[config.mk]
export PLATFORM = sky130hd
export DESIGN_NAME = cache_controller
export DESIGN_NICKNAME = d
export VERILOG_FILES = /design/src/rtl/cache_pkg.sv /design/src/rtl/sat_counter.sv /design/src/rtl/cache_controller.sv
export SDC_FILE = /design/constraint.sdc
export NUM_CORES = 1
export LEC_CHECK = 0
export ABC_AREA = 1
export BUFFER_PORTS_ARGS = -buffer_cell sky130_fd_sc_hd__buf_2
export CELL_PAD_IN_SITES_DETAIL_PLACEMENT = 2
export CELL_PAD_IN_SITES_GLOBAL_PLACEMENT = 2
export CORE_MARGIN = 3
export CORE_UTILIZATION = 26
export CTS_CLUSTER_SIZE = 28
export DETAILED_ROUTE_END_ITERATION = 7
export PLACE_DENSITY_LB_ADDON = 0.1
export SLEW_MARGIN = 5
export SYNTH_ARGS = -nofsm -noshare
export SYNTH_HDL_FRONTEND = slang
export SYNTH_SLANG_ARGS = --single-unit
[constraint.sdc]
create_clock -name clk -period 2.1 [get_ports clk]
set_input_delay 0.42 -clock clk [delete_from_list [all_inputs] [get_ports clk]]
set_output_delay 0.42 -clock clk [all_outputs]
set_load 0.05 [all_outputs]
[src/rtl/cache_pkg.sv]
// Shared widths and FSM state encodings for the direct-mapped cache controller.
package cache_pkg;

  localparam int unsigned ADDRESS_LEN = 18;
  localparam int unsigned WORD_LEN    = 32;
  localparam int unsigned BLOCK_WORDS = 4;
  localparam int unsigned BLOCK_LEN   = BLOCK_WORDS * WORD_LEN;
  localparam int unsigned INDEX_LEN   = ADDRESS_LEN - 3;
  localparam int unsigned CNT_LEN     = 16;

  typedef logic [1:0] state_t;

  localparam state_t IDLE   = 2'd0;
  localparam state_t FILL   = 2'd1;
  localparam state_t UPDATE = 2'd2;
  localparam state_t WRITE  = 2'd3;

endpackage

[src/rtl/sat_counter.sv]
// Up-counter that sticks at all-ones instead of wrapping.
module sat_counter #(
  parameter int unsigned WIDTH = 16
) (
  input  logic             clk,
  input  logic             rst,
  input  logic             inc,
  output logic [WIDTH-1:0] count
);

  logic [WIDTH-1:0] count_q;

  always_ff @(posedge clk or negedge rst) begin
    if (!rst) begin
      count_q <= '0;
    end else if (inc && (count_q != {WIDTH{1'b1}})) begin
      count_q <= count_q + 1'b1;
    end
  end

  assign count = count_q;

endmodule

[src/rtl/cache_controller.sv]
// Cache/memory sequencer: read-allocate with 4-word line fill, write-through without allocate.
module cache_controller
  import cache_pkg::*;
(
  input  logic                   clk,
  input  logic                   rst,
  input  logic                   cpu_rd_en,
  input  logic                   cpu_wr_en,
  input  logic [ADDRESS_LEN-1:0] cpu_addr,
  input  logic [WORD_LEN-1:0]    cpu_wdata,
  output logic [WORD_LEN-1:0]    cpu_rdata,
  output logic                   cpu_ready,
  input  logic                   cache_miss,
  input  logic [WORD_LEN-1:0]    cache_rdata,
  output logic [ADDRESS_LEN-1:0] cache_addr,
  output logic                   cache_read_en,
  output logic                   cache_write_en,
  output logic                   cache_invalid,
  output logic [BLOCK_LEN-1:0]   cache_block,
  output logic                   mem_rd_en,
  output logic                   mem_wr_en,
  output logic [ADDRESS_LEN-1:0] mem_addr,
  output logic [WORD_LEN-1:0]    mem_wdata,
  input  logic [WORD_LEN-1:0]    mem_rdata,
  input  logic                   mem_ready,
  output logic [CNT_LEN-1:0]     hit_count,
  output logic [CNT_LEN-1:0]     miss_count
);

  state_t               state_q, state_d;
  logic [1:0]           cnt_q, cnt_d;
  logic [BLOCK_LEN-1:0] buf_q, buf_d;
  logic                 hit_inc, miss_inc;

  always_ff @(posedge clk or negedge rst) begin
    if (!rst) begin
      state_q <= IDLE;
      cnt_q   <= 2'd0;
      buf_q   <= '0;
    end else begin
      state_q <= state_d;
      cnt_q   <= cnt_d;
      buf_q   <= buf_d;
    end
  end

  always_comb begin
    state_d        = state_q;
    cnt_d          = cnt_q;
    buf_d          = buf_q;
    cpu_ready      = 1'b0;
    cache_read_en  = 1'b0;
    cache_write_en = 1'b0;
    cache_invalid  = 1'b0;
    mem_rd_en      = 1'b0;
    mem_wr_en      = 1'b0;
    mem_addr       = cpu_addr;
    hit_inc        = 1'b0;
    miss_inc       = 1'b0;
    case (state_q)
      IDLE: begin
        cache_read_en = cpu_rd_en;
        // Writes take priority; a resident line is dropped rather than updated.
        if (cpu_wr_en) begin
          cache_invalid = !cache_miss;
          state_d       = WRITE;
        end else if (cpu_rd_en) begin
          if (!cache_miss) begin
            cpu_ready = 1'b1;
            hit_inc   = 1'b1;
          end else begin
            miss_inc = 1'b1;
            cnt_d    = 2'd0;
            state_d  = FILL;
          end
        end
      end
      FILL: begin
        mem_rd_en = 1'b1;
        mem_addr  = {cpu_addr[ADDRESS_LEN-1:2], cnt_q};
        if (mem_ready) begin
          buf_d[cnt_q*WORD_LEN +: WORD_LEN] = mem_rdata;
          cnt_d = cnt_q + 2'd1;
          if (cnt_q == 2'd3) begin
            state_d = UPDATE;
          end
        end
      end
      UPDATE: begin
        cache_write_en = 1'b1;
        state_d        = IDLE;
      end
      WRITE: begin
        mem_wr_en = 1'b1;
        if (mem_ready) begin
          cpu_ready = 1'b1;
          state_d   = IDLE;
        end
      end
      default: state_d = IDLE;
    endcase
  end

  assign cpu_rdata   = cache_rdata;
  assign cache_addr  = cpu_addr;
  assign cache_block = buf_q;
  assign mem_wdata   = cpu_wdata;

  sat_counter #(
    .WIDTH(CNT_LEN)
  ) u_hit_cnt (
    .clk  (clk),
    .rst  (rst),
    .inc  (hit_inc),
    .count(hit_count)
  );

  sat_counter #(
    .WIDTH(CNT_LEN)
  ) u_miss_cnt (
    .clk  (clk),
    .rst  (rst),
    .inc  (miss_inc),
    .count(miss_count)
  );

endmodule

==> results of run 1 <==
## critical path: cells and delay by family, from the launching register on
kind                       cells  cell delay [ns]
and+or+nand+nor                1             0.09
buffers and inverters          3             0.46
adders and majority gates      1             0.16
AOI/OAI and AO/OA              1             0.07
DFF                            1             0.44
## cells in the mapped netlist (all sizes together)
master   instances  area [sq um]
nand2          215           835
o21ai          210          1060
dfrtp          164          4100
buf            106           788
inv             82           308
nor2            46           195
clkbuf          36           138
o31ai           32           240
nand3           28           145
nand4           16           100
ha              15           188
nand3b           6          45.0
xnor2            4          35.0
a21oi            2          10.0
and2             1          6.26
nor3             1          5.00
o2111ai          1          8.76
o211ai           1          7.51
xor2             1          8.76
## report_power, final
part | leakage, nW | switching [mW] | internal (mW)
combinational | 2.49 | 3.36 | 1.11
clock | 0.284 | 1.49 | 1.79
sequential | 2.24 | 0.318 | 3.53
total | 5.01 | 5.16 | 6.43
## worst min-delay path by stage
stage	to	cells past startpoint	slack, ns
after floorplan	cache_block[0]	0	0.12
after global placement	u_miss_cnt.count[0]	1	0.32
after detailed placement	u_miss_cnt.count[0]	1	0.32
after CTS	cache_block[16]	3	0.25
after global routing	cache_block[90]	3	0.26
final	cache_block[16]	3	0.27
## sequential cells by signal, summed over array words and instances, names as in the netlist
signal / count
cache_block: 128
u_hit_cnt.count: 16
u_miss_cnt.count: 16
cnt_q: 2
state_q: 2
## placed cells by master, fill, tap and decap left out, types with 3 or more instances in the layout
cell type,netlist,routed
buf_12,0,6
clkbuf_16,0,17
xnor2_1,4,4
o21ai_2,3,3
nand2_1,208,205
clkinvlp_4,0,4
inv_1,78,74
nand3b_1,6,6
o21ai_0,179,177
ha_1,15,12
inv_6,0,5
inv_2,4,5
nor2_1,41,40
nand2_2,5,8
o21ai_1,28,28
buf_6,2,4
nand4_1,16,16
dfrtp_1,164,163
buf_2,6,204
nand3_1,27,27
nor2_2,3,4
o31ai_1,32,32
buf_4,98,25
## layer usage
layer / share of wire / wire length (microns) / up-vias
met5: 0.00075 / 22 / -
met4: 0.0095 / 278 / 4
met3: 0.055 / 1620 / 37
met2: 0.48 / 14100 / 160
met1: 0.45 / 13300 / 3515
li1: - / - / 3316
## metrics by stage
stage,utilization,instances
after CTS,0.318,1489
after detailed placement,0.295,1451
after floorplan,-,967
after global routing,0.319,1493
after global placement,0.295,1451
final,0.319,1493
## kinds of logic after synthesis
kind of cell | Yosys count
compound gates | 246
xor+xnor | 5
fa+ha+maj | 15
buf+inv | 224
flops | 164
simple gates | 313
## final cells by class
class | count | area, sq um | area share
Clock inverter | 14 | 170 | 0.0172
Tap cell | 396 | 495 | 0.0502
Sequential cell | 164 | 4110 | 0.416
Timing Repair Buffer | 241 | 1400 | 0.142
Inverter | 82 | 317 | 0.0321
Multi-Input combinational cell | 579 | 2960 | 0.300
Clock buffer | 17 | 425 | 0.0431
## repair_timing
item,in CTS,in global routing
pin swaps,1,5
resized for setup,19,7
hold endpoints to repair,22,0
hold buffers,1,0
setup endpoints to repair,4,4
cloned,0,0
buffers inserted,6,4
==> flow_summary_export.csv, run 1 <==
group,metric,value,unit
route,drc,0,
place,port_buffers,209,
synthesis,syn-num-nets,1102,
timing,fmax,0.486,GHz
finish,stdcell_area,9870,sq um
synthesis,synth_area,8230,sq um
finish,n_antenna_cell,0,
clock_network,cts.sink_count,164,
die,start_util,0.266,
grt,gr-usage-met1,0.230,
place,place_ws,0.125,ns
synthesis,yosysWarnings,0,
timing,rsz0062_at_grt,"true",
place,gp_congestion,0.731,
critical_path,worst_path_most_repeated_cell,"buf_6",
die,die_w,184,microns
critical_path,cp.arrival,1.64,ns
timing,hold-worst-slack,0.273,ns
timing,hold_violations,0,
clock_network,numCtsBuffers,17,
critical_path,cp-startpoint,"state_q[0]",
place,dp_hpwl,20900,microns
die,io_pins,386,
route,wire_per_inst,19.7,microns
grt,grt_pass1_wl,45800,microns
route,drt-initial-drc-count,264,
timing,finalSetupViolCount,0,
timing,slew_violations,0,
clock_network,cts_tree,"done",
grt,grt.total_usage,0.174,
power,peakVddDrop,0.000612,V
route,routed-via-count,7032,
die,die_h,184,microns
critical_path,rrSetupSlack,0.22,ns
outcome,status,"complete, no violations",
grt,grt-ovfl-total,0,
timing,relSlewSlack,0.545,
power,p_leak,5.01,nW
die,row_count,64,
place,dpl-instance-area,9100,sq um
synthesis,yosysSeqAreaShare,0.499,
synthesis,synth_xor_area_frac,0.00532,
synthesis,synth-compound-area-share,0.161,
critical_path,rr_worst_depth,9,
job,maxCapViolations,0,
timing,clock_skew,0.0146,ns
synthesis,synth_cell_types,30,
route,dr.pass1.iters,4,
timing,min_period,2.06,ns
timing,period_share,0.980,
finish,syn_to_final_growth,20.0,%
clock_network,cts_max_level,4,
clock_network,clockRootBuffer,"clkbuf_16",
critical_path,required,1.68,ns
clock_network,clock_path_buffers,2,
timing,tightest_slew,0.682,ns
critical_path,start_kind,"register",
finish,nets,1220,
route,avgViaCountPerCell,4.71,
critical_path,r2r_end,"cnt_q[1]",
critical_path,crit_path_end_kind,"output port",
critical_path,cpPeakStageDelay,0.44,ns
synthesis,syn_avg_cell_area,8.51,sq um
finish,drive_above_1_share,0.279,
min_path,hold_path.startpoint,"mem_rdata[16]",
synthesis,synth_cells,967,
timing,timing.final.ws_setup,0.0429,ns
grt,use_met2,0.287,
min_path,hold_path_class,"input pin to register",
finish,fillCellCount,3580,
synthesis,synth_top_family_by_area,"simple AND/OR/NAND/NOR gates",
critical_path,crit_fanout,5,
power,total_power,11.6,mW
die,core,30900,sq um
synthesis,synthSimpleGateAreaFrac,0.162,
grt,top_usage_layer,"met2",
timing,tns,0,ns
grt,grt_use_met3,0.0449,
power,p_per_area,1170,nW/um^2
critical_path,critPathCapture,"mem_addr[0]",
die,die_area,33800,sq um
synthesis,synth_seq_cells,164,
critical_path,cpMaxStageDelayCell,"dfrtp_2",
critical_path,rr_startpoint,"state_q[0]",
critical_path,worstSetupPathType,"register to output port",
clock_network,clk_latency,0.43,ns
grt,antenna_found_initial,2,
route,ant_nets,0,
grt,grt_max_degree,77,
synthesis,synthMuxAreaShare,0,
grt,grt_pass1_vias,7520,
critical_path,path_cells,"buf_6, ha_4, clkinvlp_4, nand2_2, o21ai_4, buf_6",
clock_network,clkTransAtPathRegs,0.07,ns
synthesis,yosys.area_share.adder,0.0228,
route,wirelength,29300,microns
No activity file was read; power rests on OpenSTA's default activity.
==> run 2: changes to the inputs <==
==> constraint.sdc (replaced) <==
create_clock -name clk -period 1.9 [get_ports clk]
set_input_delay 0.38 -clock clk [delete_from_list [all_inputs] [get_ports clk]]
set_output_delay 0.38 -clock clk [all_outputs]
set_load 0.05 [all_outputs]
==> run 2 against run 1 <==
  * The flow now finishes with violations (setup timing)
  * Register-to-register slack worse by 0.14 ns
  * Critical path depth is 1 higher
  * Via count is 1.9% higher
  * Sequential cell count stayed put
  * Die area stayed put
  * Largest power group unchanged
  * Highest routed layer unchanged
==> flow_summary_export.csv, run 2 (same netlist as run 1, synthesis figures left out) <==
group,metric,value,unit
grt,grt_pass1_wl,46400,microns
critical_path,crit_fanout,4,
critical_path,crit_cells,7,
job,maxCapViolations,0,
finish,multi_input_area,3020,sq um
timing,finalSetupViolCount,5,
timing,tightest_slew,0.409,ns
finish,syn_to_final_growth,22.4,%
die,core,30900,sq um
place,port_buffers,209,
timing,slew_violations,0,
critical_path,worst_path_most_repeated_cell,"nand2_4",
clock_network,clockRootBuffer,"clkbuf_16",
grt,antenna_found_initial,1,
place,gp_congestion,0.726,
finish,largest_reg_flops,128,
die,start_util,0.266,
power,p_leak,5.10,nW
finish,seqCellArea,4110,sq um
route,drt-initial-drc-count,251,
place,place_ws,0.0309,ns
critical_path,cp.arrival,1.60,ns
finish,layout_common_cells,"nand2_1 (204), buf_2 (202), o21ai_0 (165)",
clock_network,clkTransAtPathRegs,0.08,ns
place,dp_hpwl,21200,microns
clock_network,cts_max_level,4,
critical_path,critPathCapture,"cpu_ready",
clock_network,cts_tree,"done",
route,dr.pass1.iters,4,
power,total_power,13.0,mW
die,io_pins,386,
timing,min_period,1.98,ns
critical_path,crit_path_end_kind,"output port",
die,die_w,184,microns
finish,drive_above_1_share,0.298,
critical_path,rr_startpoint,"state_q[1]",
finish,fillCellCount,3552,
finish,layout_commonest_cell,"nand2_1",
timing,rsz0062_at_grt,"true",
grt,grt.total_usage,0.176,
die,die_h,184,microns
timing,relSlewSlack,0.726,
min_path,hold_path_class,"input pin to register",
min_path,hold_path.startpoint,"mem_rdata[4]",
clock_network,clock_path_buffers,2,
route,drc,0,
critical_path,r2r_end,"cache_block[22]",
finish,nets,1232,
clock_network,numCtsBuffers,17,
route,routed-via-count,7169,
outcome,status,"finished with violations",
critical_path,cp-startpoint,"state_q[1]",
critical_path,cpPeakStageDelay,0.40,ns
timing,fmax,0.504,GHz
outcome,violations,"setup timing",
critical_path,worstPathBufferInverterCount,3,
grt,grt_pass1_vias,7966,
die,die_area,33800,sq um
critical_path,critPathTopFamily,"flip-flops",
grt,grt-ovfl-total,0,
grt,grt_max_degree,74,
clock_network,clk_latency,0.43,ns
timing,hold_violations,0,
critical_path,path_cells,"inv_2, ha_4, nand2_4, clkinvlp_4, nand2_4, a21oi_4, buf_6",
power,p_per_area,1290,nW/um^2
die,row_count,64,
finish,n_antenna_cell,0,
timing,period_share,1.04,
critical_path,cpMaxStageDelayCell,"dfrtp_1",
timing,clock_skew,0.0160,ns
timing,tns,-0.333,ns
route,ant_nets,0,
critical_path,rrSetupSlack,0.08,ns
critical_path,required,1.52,ns
critical_path,worstSetupPathType,"register to output port",
critical_path,start_kind,"register",
critical_path,rr_worst_depth,8,
route,wire_per_inst,19.8,microns
power,peakVddDrop,0.000954,V
timing,timing.final.ws_setup,-0.0839,ns
route,avgViaCountPerCell,4.76,
clock_network,cts.sink_count,164,
route,wirelength,29800,microns
==> run 2: worst min path at each step <==
stage	to	slack, ns	depth (start not counted)
finish	cache_block[68]	0.23	3
global route	cache_block[68]	0.22	3
CTS	cache_block[68]	0.21	3
detailed placement	u_miss_cnt.count[14]	0.32	1
global placement	u_miss_cnt.count[14]	0.32	1
floorplan	cache_block[0]	0.08	0
==> run 2: cell type report <==
| type | count | share of cell area |
|---|---|---|
| multi-input combinational | 579 | 0.300 |
| sequential | 164 | 0.408 |
| clock inverter | 13 | 0.0149 |
| inverter | 82 | 0.0316 |
| clock buffer | 18 | 0.0426 |
| timing repair buffer | 253 | 0.154 |
| tap | 396 | 0.0492 |
==> run 2: repair_timing <==
action                                  in CTS  in global routing
resized for setup                           23                 33
pin swaps                                    4                  4
hold endpoints to repair                    27                  0
endpoints found under the setup margin       6                 97
hold buffers                                 1                  0
buffers inserted                             7                  3
==> run 2: per-stage QoR <==
step / instances / util / hold slack [ns] / area (sq um)
floorplan: 967 / - / 0.0844 / 8270
finish: 1505 / 0.326 / 0.227 / 10100
global route: 1505 / 0.326 / 0.221 / 10100
CTS: 1502 / 0.323 / 0.208 / 9980
global placement: 1463 / 0.300 / 0.320 / 9260
detailed placement: 1463 / 0.300 / 0.322 / 9260
==> run 2: layer usage <==
metal  vias to the layer above  track usage  routed length, microns
met3                        48       0.0313                    1230
met1                      3639        0.237                   14000
met5                         -            0                      13
met2                       145        0.293                   14300
met4                         2       0.0487                     378
li1                       3335            -                       -
==> run 2: worst reg2reg max path, cell delays in order (launching register included) <==
cell and delay, ns:
dfrtp_1 0.40, inv_2 0.13, buf_4 0.12, buf_4 0.10
ha_2 0.24, buf_4 0.15, nand3_2 0.08, buf_6 0.23
o31ai_1 0.28
==> run 2: report_power, final <==
group	leakage [nW]	switching (mW)	total, mW	internal [mW]
combinational	2.58	3.86	5.24	1.39
sequential	2.24	0.327	4.23	3.90
clock	0.281	1.64	3.49	1.86
total	5.10	5.82	13.0	7.15
==> run 3: changes to the inputs <==
--- a/config.mk
+++ b/config.mk
@@ -5,12 +5,11 @@
 export SDC_FILE = /design/constraint.sdc
 export NUM_CORES = 1
 export LEC_CHECK = 0
-export ABC_AREA = 1
 export BUFFER_PORTS_ARGS = -buffer_cell sky130_fd_sc_hd__buf_2
 export CELL_PAD_IN_SITES_DETAIL_PLACEMENT = 2
 export CELL_PAD_IN_SITES_GLOBAL_PLACEMENT = 2
 export CORE_MARGIN = 3
-export CORE_UTILIZATION = 26
+export CORE_UTILIZATION = 27
 export CTS_CLUSTER_SIZE = 28
 export DETAILED_ROUTE_END_ITERATION = 7
 export PLACE_DENSITY_LB_ADDON = 0.1
==> run 3 against run 2 <==
  * The flow still finishes with violations (setup timing)
  * Design area shrank 3.9%
  * Sequential power rose by 4%
  * Utilization rose by 3.1 points
  * Combinational power decreased by 1%
  * Wire length is 15% lower
  * Clock-buffer cell count fell by 1
  * Power grew 0.49%
  * Die area shrank 12%
  * Clock skew decreased by 0.0024 ns
  * Sequential share of layout area increased by 1.7 points
  * Setup slack lost 0.056 ns
  * Synthesized cell count fell by 39%
  * Critical path type unchanged
==> flow_summary_export.csv, run 3 <==
group,metric,value,unit
critical_path,cpPeakStageDelay,0.40,ns
critical_path,cpMaxStageDelayCell,"dfrtp_1",
synthesis,synth_cells,591,
power,p_leak,5.10,nW
critical_path,worstSetupPathType,"register to output port",
synthesis,yosysWarnings,0,
timing,timing.final.ws_setup,-0.140,ns
critical_path,cp.arrival,1.66,ns
die,die_h,172,microns
die,start_util,0.276,
synthesis,yosysTopAreaCell,"dfrtp_1",
min_path,hold_path_class,"input pin to register",
timing,tns,-3.13,ns
grt,grt_pass1_wl,37700,microns
power,p_per_area,1350,nW/um^2
clock_network,cts.sink_count,164,
timing,fmax,0.490,GHz
outcome,status,"finished with violations",
grt,grt_max_degree,53,
clock_network,clock_path_buffers,2,
clock_network,cts_tree,"done",
route,ant_nets,0,
route,wire_per_inst,22.1,microns
route,dr.pass1.iters,4,
synthesis,synth_seq_cells,164,
synthesis,synth_top_cell_area_share,0.550,
die,die_area,29700,sq um
synthesis,syn-num-nets,726,
route,wirelength,25300,microns
power,peakVddDrop,0.000524,V
grt,antenna_found_initial,2,
critical_path,required,1.52,ns
job,maxCapViolations,0,
timing,hold-worst-slack,0.206,ns
synthesis,synthSimpleGateAreaFrac,0.0952,
grt,grt.total_usage,0.164,
timing,slew_violations,0,
clock_network,clkTransAtPathRegs,0.08,ns
outcome,violations,"setup timing",
timing,period_share,1.07,
synthesis,syn_avg_cell_area,12.6,sq um
critical_path,path_cells,"buf_4, ha_4, mux2_2, buf_6",
synthesis,netlist_top_cells_count,"dfrtp_1 (164), a22o_1 (129), buf_4 (99)",
route,routed-via-count,5579,
clock_network,numCtsBuffers,17,
route,avgViaCountPerCell,4.87,
timing,min_period,2.04,ns
grt,grt-ovfl-total,0,
finish,layout_commonest_cell,"buf_2",
critical_path,crit_cells,4,
timing,tightest_slew,0.535,ns
place,dpl-instance-area,8550,sq um
critical_path,worstPathBufferInverterCount,2,
synthesis,synthFlopType,"dfrtp_1",
route,drt-initial-drc-count,260,
timing,rsz0062_at_grt,"true",
synthesis,synth_xor_area_frac,0.0281,
synthesis,yosysSeqAreaShare,0.550,
timing,hold_violations,0,
clock_network,clk_latency,0.44,ns
place,dp_hpwl,17800,microns
synthesis,netlist_top_cells_area,"dfrtp_1 (55%), a22o_1 (15%), buf_4 (10%)",
synthesis,synth-compound-area-share,0.164,
place,gp_congestion,0.728,
finish,largest_reg_flops,128,
critical_path,crit_fanout,4,
grt,grt_pass1_vias,6102,
die,row_count,60,
min_path,holdPathStages,2,
critical_path,critPathTopFamily,"flip-flops",
clock_network,cts_max_level,4,
synthesis,synth_edf_count,0,
place,port_buffers,209,
synthesis,synthMuxAreaShare,0.0151,
finish,drive_above_1_share,0.472,
synthesis,yosysMostFrequentCell,"dfrtp_1",
route,drc,0,
timing,relSlewSlack,0.643,
synthesis,postSynth.asyncResetShare,1.00,
finish,syn_to_final_growth,29.5,%
synthesis,synth_area,7470,sq um
die,die_w,172,microns
synthesis,synth_top_family_by_area,"compound AO/OA/AOI/OAI gates",
critical_path,start_kind,"register",
clock_network,clockRootBuffer,"clkbuf_16",
finish,nets,895,
synthesis,synth_cell_types,47,
finish,stdcell_area,9670,sq um
finish,fillCellCount,2817,
critical_path,rr_worst_depth,11,
die,io_pins,386,
die,core,27100,sq um
timing,clock_skew,0.0136,ns
critical_path,crit_path_end_kind,"output port",
finish,layout_common_cells,"buf_2 (200), dfrtp_1 (160), a22o_1 (129)",
synthesis,yosys.area_share.adder,0.0251,
timing,finalSetupViolCount,58,
## run 3: changes by cell type after synthesis, sizes merged, moves of 24 or more
cell | previous run | this run
nand2 | 215 | 17
o31ai | 32 | 0
o21ai | 210 | 0
a22o | 0 | 129
clkbuf | 36 | 12
nor2 | 46 | 11
inv | 82 | 8
## run 3: worst reg2reg max path: cells and delay by family (launching register included)
kind,cells,cell delay (ns)
compound gates,1,0.13
simple gates,2,0.30
flops,1,0.42
buf+inv,7,0.96
fa+ha+maj,1,0.12
## run 3: timing repair
action                                  in CTS  in global routing
hold endpoints to repair                    29                  0
pin swaps                                    5                  9
buffers inserted                             9                 15
hold buffers                                 1                  0
resized for setup                           31                 34
endpoints found under the setup margin      16                115
cloned                                       0                  5
## run 3: worst paths after layout
| path | start | to | slack, ns |
|---|---|---|---|
| max in group asynchronous | rst | cache_block[38] | 0.87 |
| hold reg to reg | cache_block[21] | cache_block[21] | 0.50 |
| setup reg to reg | state_q[1] | cache_block[89] | -0.09 |
| setup / recovery | state_q[0] | mem_addr[1] | -0.14 |
| min in group asynchronous | rst | u_hit_cnt.count[10] | 0.40 |
| hold / removal | mem_rdata[9] | cache_block[73] | 0.21 |
## run 3: power by group
| part | switching (mW) | leakage, nW | internal (mW) |
|---|---|---|---|
| Sequential | 0.381 | 2.24 | 4.01 |
| Clock | 1.68 | 0.282 | 1.76 |
| Combinational | 3.48 | 2.57 | 1.71 |
## run 3: per-layer routing
metal	vias up	global-route usage	part of all wire
met5	-	0	0.00039
met4	2	0.0430	0.012
met3	46	0.0457	0.065
met2	214	0.273	0.49
met1	2913	0.211	0.43
li1	2404	-	-
## run 3: stage by stage
step	utilization	worst slack (ns)	power, mW	cells
2_1_floorplan	-	0.0174	8.05	591
3_3_place_gp	0.316	0.0706	9.01	1085
3_5_place_dp	0.316	0.0360	9.12	1085
4_1_cts	0.344	-0.156	12.9	1126
5_1_grt	0.357	-0.212	13.7	1146
6_report	0.357	-0.140	13.0	1146
## run 3: area by class of cell
type | instances | area, sq um | area share
antenna | 1 | 2.50 | 0.000259
inverter | 8 | 32.5 | 0.00336
timing repair buffer | 278 | 1830 | 0.189
clock inverter | 15 | 163 | 0.0168
multi-input combinational | 291 | 2650 | 0.274
clock buffer | 17 | 425 | 0.0440
sequential | 164 | 4110 | 0.425
tap | 372 | 465 | 0.0481
## run 3: kinds of logic after synthesis
| group | Yosys count |
|---|---|
| mux | 10 |
| xor+xnor | 24 |
| compound gates | 143 |
| fa+ha+maj | 15 |
| buf+inv | 136 |
| simple gates | 99 |
| flops | 164 |
